===== src/rtl/mbist_mem_if.sv =====
// Memory-side bus between the March C- controller and the single-port memory
// under test.
//   write_read : 1 = write, 0 = read (controller -> memory)
//   address    : word address (controller -> memory)
//   wdata      : write data, one cycle ahead of its write command (controller -> memory)
//   rdata      : read data, two cycles after its read command (memory -> controller)
interface mbist_mem_if #(
  parameter int DATA_WIDTH = 8,
  parameter int ADDR_WIDTH = 4
);
  logic                  write_read;
  logic [ADDR_WIDTH-1:0] address;
  logic [DATA_WIDTH-1:0] wdata;
  logic [DATA_WIDTH-1:0] rdata;

  modport master (output write_read, output address, output wdata, input rdata);
  modport slave  (input write_read, input address, input wdata, output rdata);
endinterface


===== src/rtl/mbist_march_ctrl.sv =====
// March C- memory BIST controller.
// Streams the 10N-operation March C- sequence to a single-port memory one
// operation per cycle, checks every read against its expected pattern and
// reports pass/fail plus first-failure diagnostics.
// Ports:
//   clk, rst     : clock, asynchronous active-high reset
//   start        : begin a test (honoured only when idle or done)
//   mem          : memory bus (master side), see mbist_mem_if
//   busy         : test in progress (RUN or DRAIN)
//   done         : test finished; held until the next accepted start
//   fail         : sticky, at least one read mismatched
//   fail_addr    : address of the first mismatch
//   fail_elem    : March element index of the first mismatch
//   fail_syn     : rdata XOR expected at the first mismatch
//   fail_count   : number of mismatching reads, saturating at 255
module mbist_march_ctrl #(
  parameter int DATA_WIDTH = 8,
  parameter int ADDR_WIDTH = 4,
  parameter int CAPACITY   = 15
) (
  input  logic                  clk,
  input  logic                  rst,
  input  logic                  start,
  mbist_mem_if.master           mem,
  output logic                  busy,
  output logic                  done,
  output logic                  fail,
  output logic [ADDR_WIDTH-1:0] fail_addr,
  output logic [2:0]            fail_elem,
  output logic [DATA_WIDTH-1:0] fail_syn,
  output logic [7:0]            fail_count
);

  localparam logic [ADDR_WIDTH-1:0] LAST_ADDR = ADDR_WIDTH'(CAPACITY);
  localparam logic [ADDR_WIDTH-1:0] ADDR_ONE  = ADDR_WIDTH'(1);
  localparam logic [DATA_WIDTH-1:0] D0 = '0;
  localparam logic [DATA_WIDTH-1:0] D1 = '1;

  typedef enum logic [1:0] {S_IDLE, S_RUN, S_DRAIN, S_DONE} state_t;

  state_t                state;
  logic [1:0]            drain_cnt;

  // Operation generator: element, address and read/write phase of the
  // operation that will be issued next.
  logic [2:0]            elem;
  logic [ADDR_WIDTH-1:0] addr;
  logic                  phase;
  logic                  gen_done;

  // Issue stage S0 (drives wdata) and S1 (drives command/address).
  logic                  s0_valid, s0_wr;
  logic [ADDR_WIDTH-1:0] s0_addr;
  logic [DATA_WIDTH-1:0] s0_exp;
  logic [2:0]            s0_elem;
  logic [DATA_WIDTH-1:0] wdata_q;
  logic                  cmd_wr;
  logic [ADDR_WIDTH-1:0] cmd_addr;
  logic                  s1_rd;
  logic [DATA_WIDTH-1:0] s1_exp;
  logic [2:0]            s1_elem;

  // Check pipeline: two stages so a read's expectation meets its rdata.
  logic                  c1_rd, c2_rd;
  logic [DATA_WIDTH-1:0] c1_exp, c2_exp;
  logic [2:0]            c1_elem, c2_elem;
  logic [ADDR_WIDTH-1:0] c1_addr, c2_addr;

  // Decode of the pending operation.
  logic                  accept, issue;
  logic                  two_op, op_wr, elem_down, elem_end, op_last;
  logic [DATA_WIDTH-1:0] op_data;
  logic [DATA_WIDTH-1:0] syn;
  logic                  mismatch;

  // NOTE: every signal gets a default at the top of always_comb so no path
  // leaves it unassigned; otherwise synthesis infers a latch.
  always_comb begin
    accept    = start && (state == S_IDLE || state == S_DONE);
    issue     = accept || (state == S_RUN && !gen_done);
    two_op    = (elem != 3'd0) && (elem != 3'd5);
    op_wr     = (elem == 3'd0) || phase;
    elem_down = (elem == 3'd3) || (elem == 3'd4);
    elem_end  = (elem_down ? (addr == '0) : (addr == LAST_ADDR)) && (!two_op || phase);
    op_last   = (elem == 3'd5) && (addr == LAST_ADDR);
    op_data   = D0;
    if (op_wr) begin
      if (elem == 3'd1 || elem == 3'd3) op_data = D1;
    end else begin
      if (elem == 3'd2 || elem == 3'd4) op_data = D1;
    end
    syn       = mem.rdata ^ c2_exp;
    mismatch  = c2_rd && (syn != '0);
  end

  // FSM and operation generator.
  // NOTE: sequential state uses non-blocking assignments so every register
  // samples pre-edge values regardless of statement order.
  always_ff @(posedge clk or posedge rst) begin
    if (rst) begin
      state     <= S_IDLE;
      drain_cnt <= '0;
      busy      <= 1'b0;
      done      <= 1'b0;
      elem      <= '0;
      addr      <= '0;
      phase     <= 1'b0;
      gen_done  <= 1'b0;
    end else begin
      case (state)
        S_IDLE, S_DONE: begin
          if (accept) begin
            state    <= S_RUN;
            busy     <= 1'b1;
            done     <= 1'b0;
            gen_done <= 1'b0;
          end
        end
        S_RUN: begin
          // Generator emptied last cycle; the final op now sits in S0.
          if (gen_done) begin
            state     <= S_DRAIN;
            drain_cnt <= '0;
          end
        end
        S_DRAIN: begin
          drain_cnt <= drain_cnt + 2'd1;
          if (drain_cnt == 2'd2) begin
            state <= S_DONE;
            busy  <= 1'b0;
            done  <= 1'b1;
          end
        end
        default: state <= S_IDLE;
      endcase

      if (issue) begin
        if (op_last) begin
          // Park the generator on operation 0 for the next run.
          elem     <= '0;
          addr     <= '0;
          phase    <= 1'b0;
          gen_done <= 1'b1;
        end else if (two_op && !phase) begin
          phase <= 1'b1;
        end else begin
          phase <= 1'b0;
          if (elem_end) begin
            elem <= elem + 3'd1;
            // Elements 3 and 4 walk downwards from the top address.
            addr <= (elem == 3'd2 || elem == 3'd3) ? LAST_ADDR : '0;
          end else begin
            addr <= elem_down ? addr - ADDR_ONE : addr + ADDR_ONE;
          end
        end
      end
    end
  end

  // Issue and check pipelines, plus result capture.
  always_ff @(posedge clk or posedge rst) begin
    if (rst) begin
      s0_valid   <= 1'b0;
      s0_wr      <= 1'b0;
      s0_addr    <= '0;
      s0_exp     <= '0;
      s0_elem    <= '0;
      wdata_q    <= '0;
      cmd_wr     <= 1'b0;
      cmd_addr   <= '0;
      s1_rd      <= 1'b0;
      s1_exp     <= '0;
      s1_elem    <= '0;
      c1_rd      <= 1'b0;
      c1_exp     <= '0;
      c1_elem    <= '0;
      c1_addr    <= '0;
      c2_rd      <= 1'b0;
      c2_exp     <= '0;
      c2_elem    <= '0;
      c2_addr    <= '0;
      fail       <= 1'b0;
      fail_addr  <= '0;
      fail_elem  <= '0;
      fail_syn   <= '0;
      fail_count <= '0;
    end else begin
      s0_valid <= issue;
      s0_wr    <= issue && op_wr;
      s0_addr  <= issue ? addr : '0;
      s0_exp   <= issue ? op_data : '0;
      s0_elem  <= issue ? elem : '0;
      wdata_q  <= (issue && op_wr) ? op_data : '0;

      cmd_wr   <= s0_valid && s0_wr;
      cmd_addr <= s0_addr;
      s1_rd    <= s0_valid && !s0_wr;
      s1_exp   <= s0_exp;
      s1_elem  <= s0_elem;

      c1_rd    <= s1_rd;
      c1_exp   <= s1_exp;
      c1_elem  <= s1_elem;
      c1_addr  <= cmd_addr;
      c2_rd    <= c1_rd;
      c2_exp   <= c1_exp;
      c2_elem  <= c1_elem;
      c2_addr  <= c1_addr;

      if (accept) begin
        fail       <= 1'b0;
        fail_addr  <= '0;
        fail_elem  <= '0;
        fail_syn   <= '0;
        fail_count <= '0;
      end else if (mismatch) begin
        fail <= 1'b1;
        if (!fail) begin
          fail_addr <= c2_addr;
          fail_elem <= c2_elem;
          fail_syn  <= syn;
        end
        if (fail_count != 8'hFF) fail_count <= fail_count + 8'd1;
      end
    end
  end

  assign mem.write_read = cmd_wr;
  assign mem.address    = cmd_addr;
  assign mem.wdata      = wdata_q;

endmodule


===== src/flat_wrapper.sv =====
// flat-port wrapper written by rule: the top's interface ports become plain ports
module mbist_march_ctrl_flat 
#(
  parameter int DATA_WIDTH = 8,
  parameter int ADDR_WIDTH = 4,
  parameter int CAPACITY   = 15
)
  (clk, rst, start, busy, done, fail, fail_addr, fail_elem, fail_syn, fail_count, mem_write_read, mem_address, mem_wdata, mem_rdata);
  mbist_mem_if #(.DATA_WIDTH(DATA_WIDTH), .ADDR_WIDTH(ADDR_WIDTH)) mem_i ();
  input  logic clk;
  input  logic rst;
  input  logic start;
  output logic busy;
  output logic done;
  output logic fail;
  output logic [ADDR_WIDTH-1:0] fail_addr;
  output logic [2:0] fail_elem;
  output logic [DATA_WIDTH-1:0] fail_syn;
  output logic [7:0] fail_count;
  output wire logic [$bits(mem_i.write_read)-1:0] mem_write_read;
  output wire logic [$bits(mem_i.address)-1:0] mem_address;
  output wire logic [$bits(mem_i.wdata)-1:0] mem_wdata;
  input wire logic [$bits(mem_i.rdata)-1:0] mem_rdata;
  assign mem_write_read = mem_i.write_read;
  assign mem_address = mem_i.address;
  assign mem_wdata = mem_i.wdata;
  assign mem_i.rdata = mem_rdata;
  mbist_march_ctrl #(.DATA_WIDTH(DATA_WIDTH), .ADDR_WIDTH(ADDR_WIDTH), .CAPACITY(CAPACITY)) u_core (.clk(clk), .rst(rst), .start(start), .mem(mem_i), .busy(busy), .done(done), .fail(fail), .fail_addr(fail_addr), .fail_elem(fail_elem), .fail_syn(fail_syn), .fail_count(fail_count));
endmodule

===== config.mk =====
export PLATFORM = sky130hd
export DESIGN_NAME = mbist_march_ctrl_flat
export DESIGN_NICKNAME = d
export VERILOG_FILES = /design/src/rtl/mbist_mem_if.sv /design/src/rtl/mbist_march_ctrl.sv /design/src/flat_wrapper.sv
export SDC_FILE = /design/constraint.sdc
export NUM_CORES = 1
export LEC_CHECK = 0
export ABC_AREA = 1
export CORE_MARGIN = 5
export CORE_UTILIZATION = 58
export DETAILED_ROUTE_END_ITERATION = 7
export PLACE_DENSITY = 0.84
export RECOVER_POWER = 50
export SLEW_MARGIN = 10
export SYNTH_ARGS = -nofsm -noshare
export SYNTH_HDL_FRONTEND = slang
export SYNTH_SLANG_ARGS = --single-unit

===== constraint.sdc =====
create_clock -name clk -period 7 [get_ports clk]
set_input_delay 1.75 -clock clk [delete_from_list [all_inputs] [get_ports clk]]
set_output_delay 1.75 -clock clk [all_outputs]
set_load 0.02 [all_outputs]

==> summary.txt, run 1 <==
Layout
  • Antenna Cells: 0
  • Final Cell Area: approximately 4200 um2
  • Synth-to-Final Area Change: 20.9%
  • Nets: 456
  • Final core utilization: 0.713
  • Multi-input logic area: 1210 um2
  • Commonest non-fill, non-tap cell in the layout: nand2_1
  • Share of cells above drive strength 1: 0.0708
  • # fillers: just over 400
  • Register area: between 1500 and 2000 um2
  • Highest-count cells in the layout ignoring fill and taps: nand2_1 (118), dfrtp_1 (78), clkdlybuf4s50_1 (47)

Global routing
  • First-pass GRT wire length: 11400 um
  • GRT overflow: 0
  • Antenna violations before repair: 0
  • Total track usage: 0.194
  • Vias in the first global route: 2491
  • Largest net degree at the start of global routing: 79

Clock tree
  • Clk sink count: 78
  • CTS tree: yes
  • Num CTS Buffers: 9
  • Clock Latency Late Sink: between 0.3 and 0.4 ns
  • Post-CTS Setup Repair Bufs: 0
  • # resized after CTS: 0
  • Clk Tree Root Cell: clkbuf_8
  • Bufs on Longest Clock Path: 2
  • Clock transition at path regs: about 0.080 ns
  • Hold-fix buffers, CTS: 0
  • Htree depth: 3

Critical path
  • Internal reg-to-reg setup slack: 3.92 ns
  • CP arrival: between 4 and 5 ns
  • Launching point of the worst reg2reg path: u_core.state[0]
  • Crit path from: start
  • FF-to-FF End: u_core.fail_count[4]
  • CP endpoint: u_core.fail_count[4]
  • Worst setup SP type: input port
  • R2R depth: 7
  • Worst Path Max Fanout: 27
  • Crit. End Element: flip-flop
  • Required time worst endpoint: approximately 7.3 ns
  • Crit path kind: input port to flip-flop

Synth
  • Most used DFF post-synth: dfrtp_1
  • Post-synth net total: 409
  • Synth Register Bits: between 70 and 80
  • Synth async-reset ratio: 1.00
  • Average instance area after synthesis: 8.93 um2
  • Number of flops mapped to enable cells by yosys: 0
  • Yosys cell types: 32
  • Synth area leaders: dfrtp_1 (57%), nand2_1 (13%), nand3_1 (5.1%)
  • Post-synth top area cell: dfrtp_1
  • Top-area cell type share of the netlist area: 0.566
  • Mapped Area: roughly 3400 um2
  • Cells after Synth: approximately 390
  • Syn. warnings: 0
  • Seq/Total Area, Yosys: 0.566

Routing
  • Initial detailed-routing violation count: 104
  • DR vias: 2591
  • Drt pass-1 iters: 4
  • Routed WL: 6710 um
  • Avg Vias per Cell: 5.05
  • Post-route ant nets: 0
  • # DRC: 0
  • DR WL/cell: 13.1 um

STA
  • Setup TNS Final: 0 ns
  • Slew HR: 0.358
  • Hold Fails Final Rpt: 0
  • Minimum hold slack: 0.342 ns
  • Tmin final: 4.23 ns
  • Worst Tran Pin Value: 0.960 ns
  • Fin crit share: 0.604
  • Setup Skew: 0.0112 ns
  • # setup viols final: 0
  • Setup repair after global routing missed its margin: false
  • Peak Freq: 0.236 GHz
  • Slew Viols, Final: 0

Min path
  • Hold Crit Class: flip-flop to flip-flop

Status
  • Status: completed

Floorplanning
  • Die Ht: between 80 and 90 um
  • Die X: 87.1 um
  • Site Rows: 28
  • Die ar.: between 7000 and 8000 um2
  • Core area: 5850 um2
  • I/O pin count: 50
  • Starting Density: 0.589

Place
  • GP Congestion: 0.867
  • IO Port Bufs: 49
  • Post-DP Area: 3940 um2
  • DP HPWL: 4600 um

Power
  • Peak supply drop: 0.000239 V
  • Leakage power: 2.16 nW
  • Power Total: 0.00184 W
  • Pwr dens: around 440 nW/um2

Run
  • Max capacitance violation total: 0
## metrics by stage
| stage | std cells | worst slack [ns] |
|---|---|---|
| floorplan | 386 | 3.25 |
| global route | 513 | 2.54 |
| global placement | 497 | 3.14 |
| finish | 513 | 2.77 |
| CTS | 513 | 3.36 |
| detailed placement | 497 | 3.02 |
## state kept, by name (all words and copies together), names as in the netlist, 4 cells and up
signal	cells
u_core.c2_addr	4
u_core.addr	4
u_core.fail_addr	4
u_core.c1_addr	4
u_core.fail_syn	8
u_core.mem.address	4
u_core.fail_count	8
u_core.s0_addr	4
## synth_stat cells (3+ instances only)
cell type / n
ha_1: 11
nand3_1: 35
a21oi_1: 7
nand2_1: 117
nor2_1: 35
nand4_1: 4
o21ai_0: 11
nor2_2: 3
buf_4: 8
inv_1: 45
dfrtp_1: 78
nand2_2: 4
## critical path, stage by stage
cell	delay, ns
dlygate4sd3_1	0.55
nand2_1	0.71
clkinv_1	0.88
nor3b_1	0.44
nand2_1	0.10
nand2_1	0.07
## worst min path at each step
| stage | start | to | slack [ns] | depth (start not counted) |
|---|---|---|---|---|
| after floorplan | u_core.s1_elem[0] | u_core.c1_elem[0] | 0.33 | 0 |
| after global placement | u_core.s0_elem[1] | u_core.s1_elem[1] | 0.33 | 0 |
| after detailed placement | u_core.c1_addr[1] | u_core.c2_addr[1] | 0.33 | 0 |
| after CTS | u_core.c1_addr[1] | u_core.c2_addr[1] | 0.35 | 0 |
| after global routing | u_core.c1_addr[1] | u_core.c2_addr[1] | 0.36 | 0 |
| final | u_core.c1_addr[1] | u_core.c2_addr[1] | 0.34 | 0 |
## cells by family after synthesis
family | share of synthesized area
AO/OA/AOI/OAI | 0.0356
adder cells (fa/ha/maj) | 0.0457
AND/OR/NAND/NOR | 0.262
XOR/XNOR | 0.00762
flip-flops | 0.566
buffers and inverters | 0.0835
## area by class of cell
cell class              count  share of cell area
multi-input cells         246               0.289
clock inverters             5              0.0195
flip-flops and latches     78               0.468
repair buffers             50               0.119
well taps                  75              0.0225
inverters                  48              0.0450
clock buffers              11              0.0363
## per-layer routing
layer / track usage / vias to the layer above / share of wire
met5: 0 / - / 0
met4: 0.0795 / 0 / 0.024
met3: 0.0549 / 18 / 0.053
met2: 0.318 / 67 / 0.50
met1: 0.241 / 1225 / 0.43
li1: - / 1281 / -
## power breakdown
| group | switching (W) | leakage, nW | internal [W] |
|---|---|---|---|
| logic | 0.000479 | 1.01 | 0.000282 |
| clock network | 0.000158 | 0.116 | 0.000220 |
| registers | 0.0000943 | 1.03 | 0.000603 |
(Power assumes the default switching activity.)
==> run 2: changes to the inputs <==
- CORE_UTILIZATION: 58 -> 54
- PLACE_DENSITY: 0.84 -> 0.79
- clock period: 7 -> 4 ns (I/O delays scaled with it)
==> summary.txt, run 2 (synthesized netlist as in run 1, its figures left out) <==
Critical path
  • Crit path largest cell delay: 1.30 ns (was 0.88 ns)
  • Slowest cell on crit path: clkbuf_2 (was clkinv_1)
  • Required time worst endpoint: 4.11 ns (was 7.29 ns)
  • Worst Path Max Fanout: 78 (was 27)
  • CP arrival: 2.93 ns (was 4.51 ns)
  • Crit. End Element: async pin (was flip-flop)
  • Crit-path cells: dlygate4sd3_1, clkinv_1, clkbuf_2 (was dlygate4sd3_1, nand2_1, clkinv_1, nor3b_1, nand2_1, nand2_1)
  • Crit path kind: input port to async pin (was input port to flip-flop)
  • Worst setup SP type: input port (unchanged)
  • Internal reg-to-reg setup slack: 1.87 ns (was 3.92 ns)

Place
  • GP Congestion: 0.862 (was 0.867)
  • IO Port Bufs: 49 (unchanged)
  • DP HPWL: 4590 um (was 4600 um)
  • Post-DP Area: 3960 um2 (was 3940 um2)

Clock tree
  • Hold-fix buffers, CTS: 0 (unchanged)
  • Bufs on Longest Clock Path: 2 (unchanged)
  • CTS tree: yes (unchanged)
  • Clk Tree Root Cell: clkbuf_8 (unchanged)
  • # resized after CTS: 0 (unchanged)
  • Htree depth: 3 (unchanged)
  • Clock Latency Late Sink: 0.34 ns (about the same)
  • Clock transition at path regs: 0.08 ns (about the same)
  • Num CTS Buffers: 9 (unchanged)
  • Post-CTS Setup Repair Bufs: 0 (unchanged)
  • Clk sink count: 78 (unchanged)

Layout
  • Nets: 457 (was 456)
  • Synth-to-Final Area Change: 20.9% (unchanged)
  • Final Cell Area: 4170 um2 (unchanged)
  • Antenna Cells: 0 (unchanged)
  • Largest registers: u_core.fail_count x8, u_core.fail_syn x8 (unchanged)
  • Highest-count cells in the layout ignoring fill and taps: nand2_1 (117), dfrtp_1 (78), clkdlybuf4s50_1 (48) (was nand2_1 (118), dfrtp_1 (78), clkdlybuf4s50_1 (47))
  • Share of cells above drive strength 1: 0.0752 (was 0.0708)
  • Commonest non-fill, non-tap cell in the layout: nand2_1 (unchanged)

Global routing
  • Total track usage: 0.171 (was 0.194)
  • First-pass GRT wire length: 11500 um (was 11400 um)
  • Largest net degree at the start of global routing: 79 (unchanged)
  • Vias in the first global route: 2623 (was 2491)
  • GRT overflow: 0 (unchanged)
  • Antenna violations before repair: 0 (unchanged)

Floorplanning
  • Die X: 89.9 um (was 87.1 um)
  • Die ar.: 8080 um2 (was 7590 um2)
  • I/O pin count: 50 (unchanged)
  • Starting Density: 0.549 (was 0.589)
  • Site Rows: 29 (was 28)
  • Die Ht: 89.9 um (was 87.1 um)
  • Core area: 6280 um2 (was 5850 um2)

Routing
  • Drt pass-1 iters: 4 (unchanged)
  • Post-route ant nets: 0 (unchanged)
  • Initial detailed-routing violation count: 171 (was 104)
  • # DRC: 0 (unchanged)
  • Routed WL: 6620 um (was 6710 um)
  • DR WL/cell: 12.8 um (was 13.1 um)
  • DR vias: 2611 (was 2591)
  • Avg Vias per Cell: 5.06 (was 5.05)

STA
  • Tmin final: 2.82 ns
  • Worst Tran Pin Value: 1.82 ns (was 0.960 ns)
  • Slew HR: -0.216 (was 0.358)
  • Setup Skew: 0.00688 ns (was 0.0112 ns)
  • Setup TNS Final: 0 ns (unchanged)
  • Peak Freq: 0.355 GHz
  • Hold Fails Final Rpt: 0 (unchanged)
  • Slew Viols, Final: 79 (was 0)
  • # setup viols final: 0 (unchanged)
  • Setup repair after global routing missed its margin: false (unchanged)
  • Fin crit share: 0.705

Power
  • Pwr dens: 765 nW/um2 (was 440 nW/um2)
  • Leakage power: 2.16 nW (about the same)
  • Peak supply drop: 0.000427 V (was 0.000239 V)

Status
  • Status: finished with violations (was completed)
  • Failing checks: capacitance limit, slew limit

Min path
  • Hold Crit Class: flip-flop to flip-flop (unchanged)

Run
  • Max capacitance violation total: 1 (was 0)
[run 2: changes by cell type in the layout (fill, tap and decap cells not counted)]
cell / change
clkinv_4: +2
nand2_1: -1
nand2_2: +1
clkdlybuf4s50_1: +1
clkbuf_8: -2
dlygate4sd3_1: -1
clkbuf_2: +1
[run 2: power by group]
part / total (W) / switching, W / internal [W]
clock network: 0.000644 / 0.000290 / 0.000353
registers: 0.00122 / 0.000166 / 0.00106
logic: 0.00132 / 0.000824 / 0.000500
[run 2: final cells by class]
type / instances / area (um2)
clock buffer: 9 / 124
clock inverter: 7 / 98.8
fill: 484 / 2110
inverter: 48 / 188
multi-input combinational: 246 / 1210
sequential: 78 / 1950
tap: 77 / 96.3
timing repair buffer: 51 / 503
[run 2: final timing paths]
check / startpoint / end / cells past startpoint
worst max-delay path: rst / u_core.c2_addr[2] / 3
worst min-delay path: u_core.c1_elem[1] / u_core.c2_elem[1] / 0
worst max register to register: u_core.elem[0] / u_core.addr[2] / 10
worst min register to register: u_core.c1_elem[1] / u_core.c2_elem[1] / 0
max in group clk: start / u_core.elem[0] / 7
min in group asynchronous: rst / u_core.fail_count[0] / 3
[run 2: per-layer routing]
metal	vias up	part of all wire	GRT usage
met5	-	0	0
met4	0	0.015	0.0732
met3	8	0.057	0.0384
met2	75	0.48	0.280
met1	1238	0.44	0.218
li1	1290	-	-
[run 2: worst max-delay path: cells and delay by family]
kind | cells | cell delay, ns
buffers and inverters | 3 | 1.89
[run 2: metrics by stage]
step	utilization	hold slack (ns)	cells	worst slack (ns)	power, W
6_report	0.664	0.345	516	1.18	0.00319
5_1_grt	0.664	0.354	516	0.710	0.00343
4_1_cts	0.667	0.348	516	1.51	0.00322
3_5_place_dp	0.631	0.335	500	1.17	0.00257
3_3_place_gp	0.631	0.332	500	1.27	0.00250
2_1_floorplan	-	0.331	386	1.00	0.00213
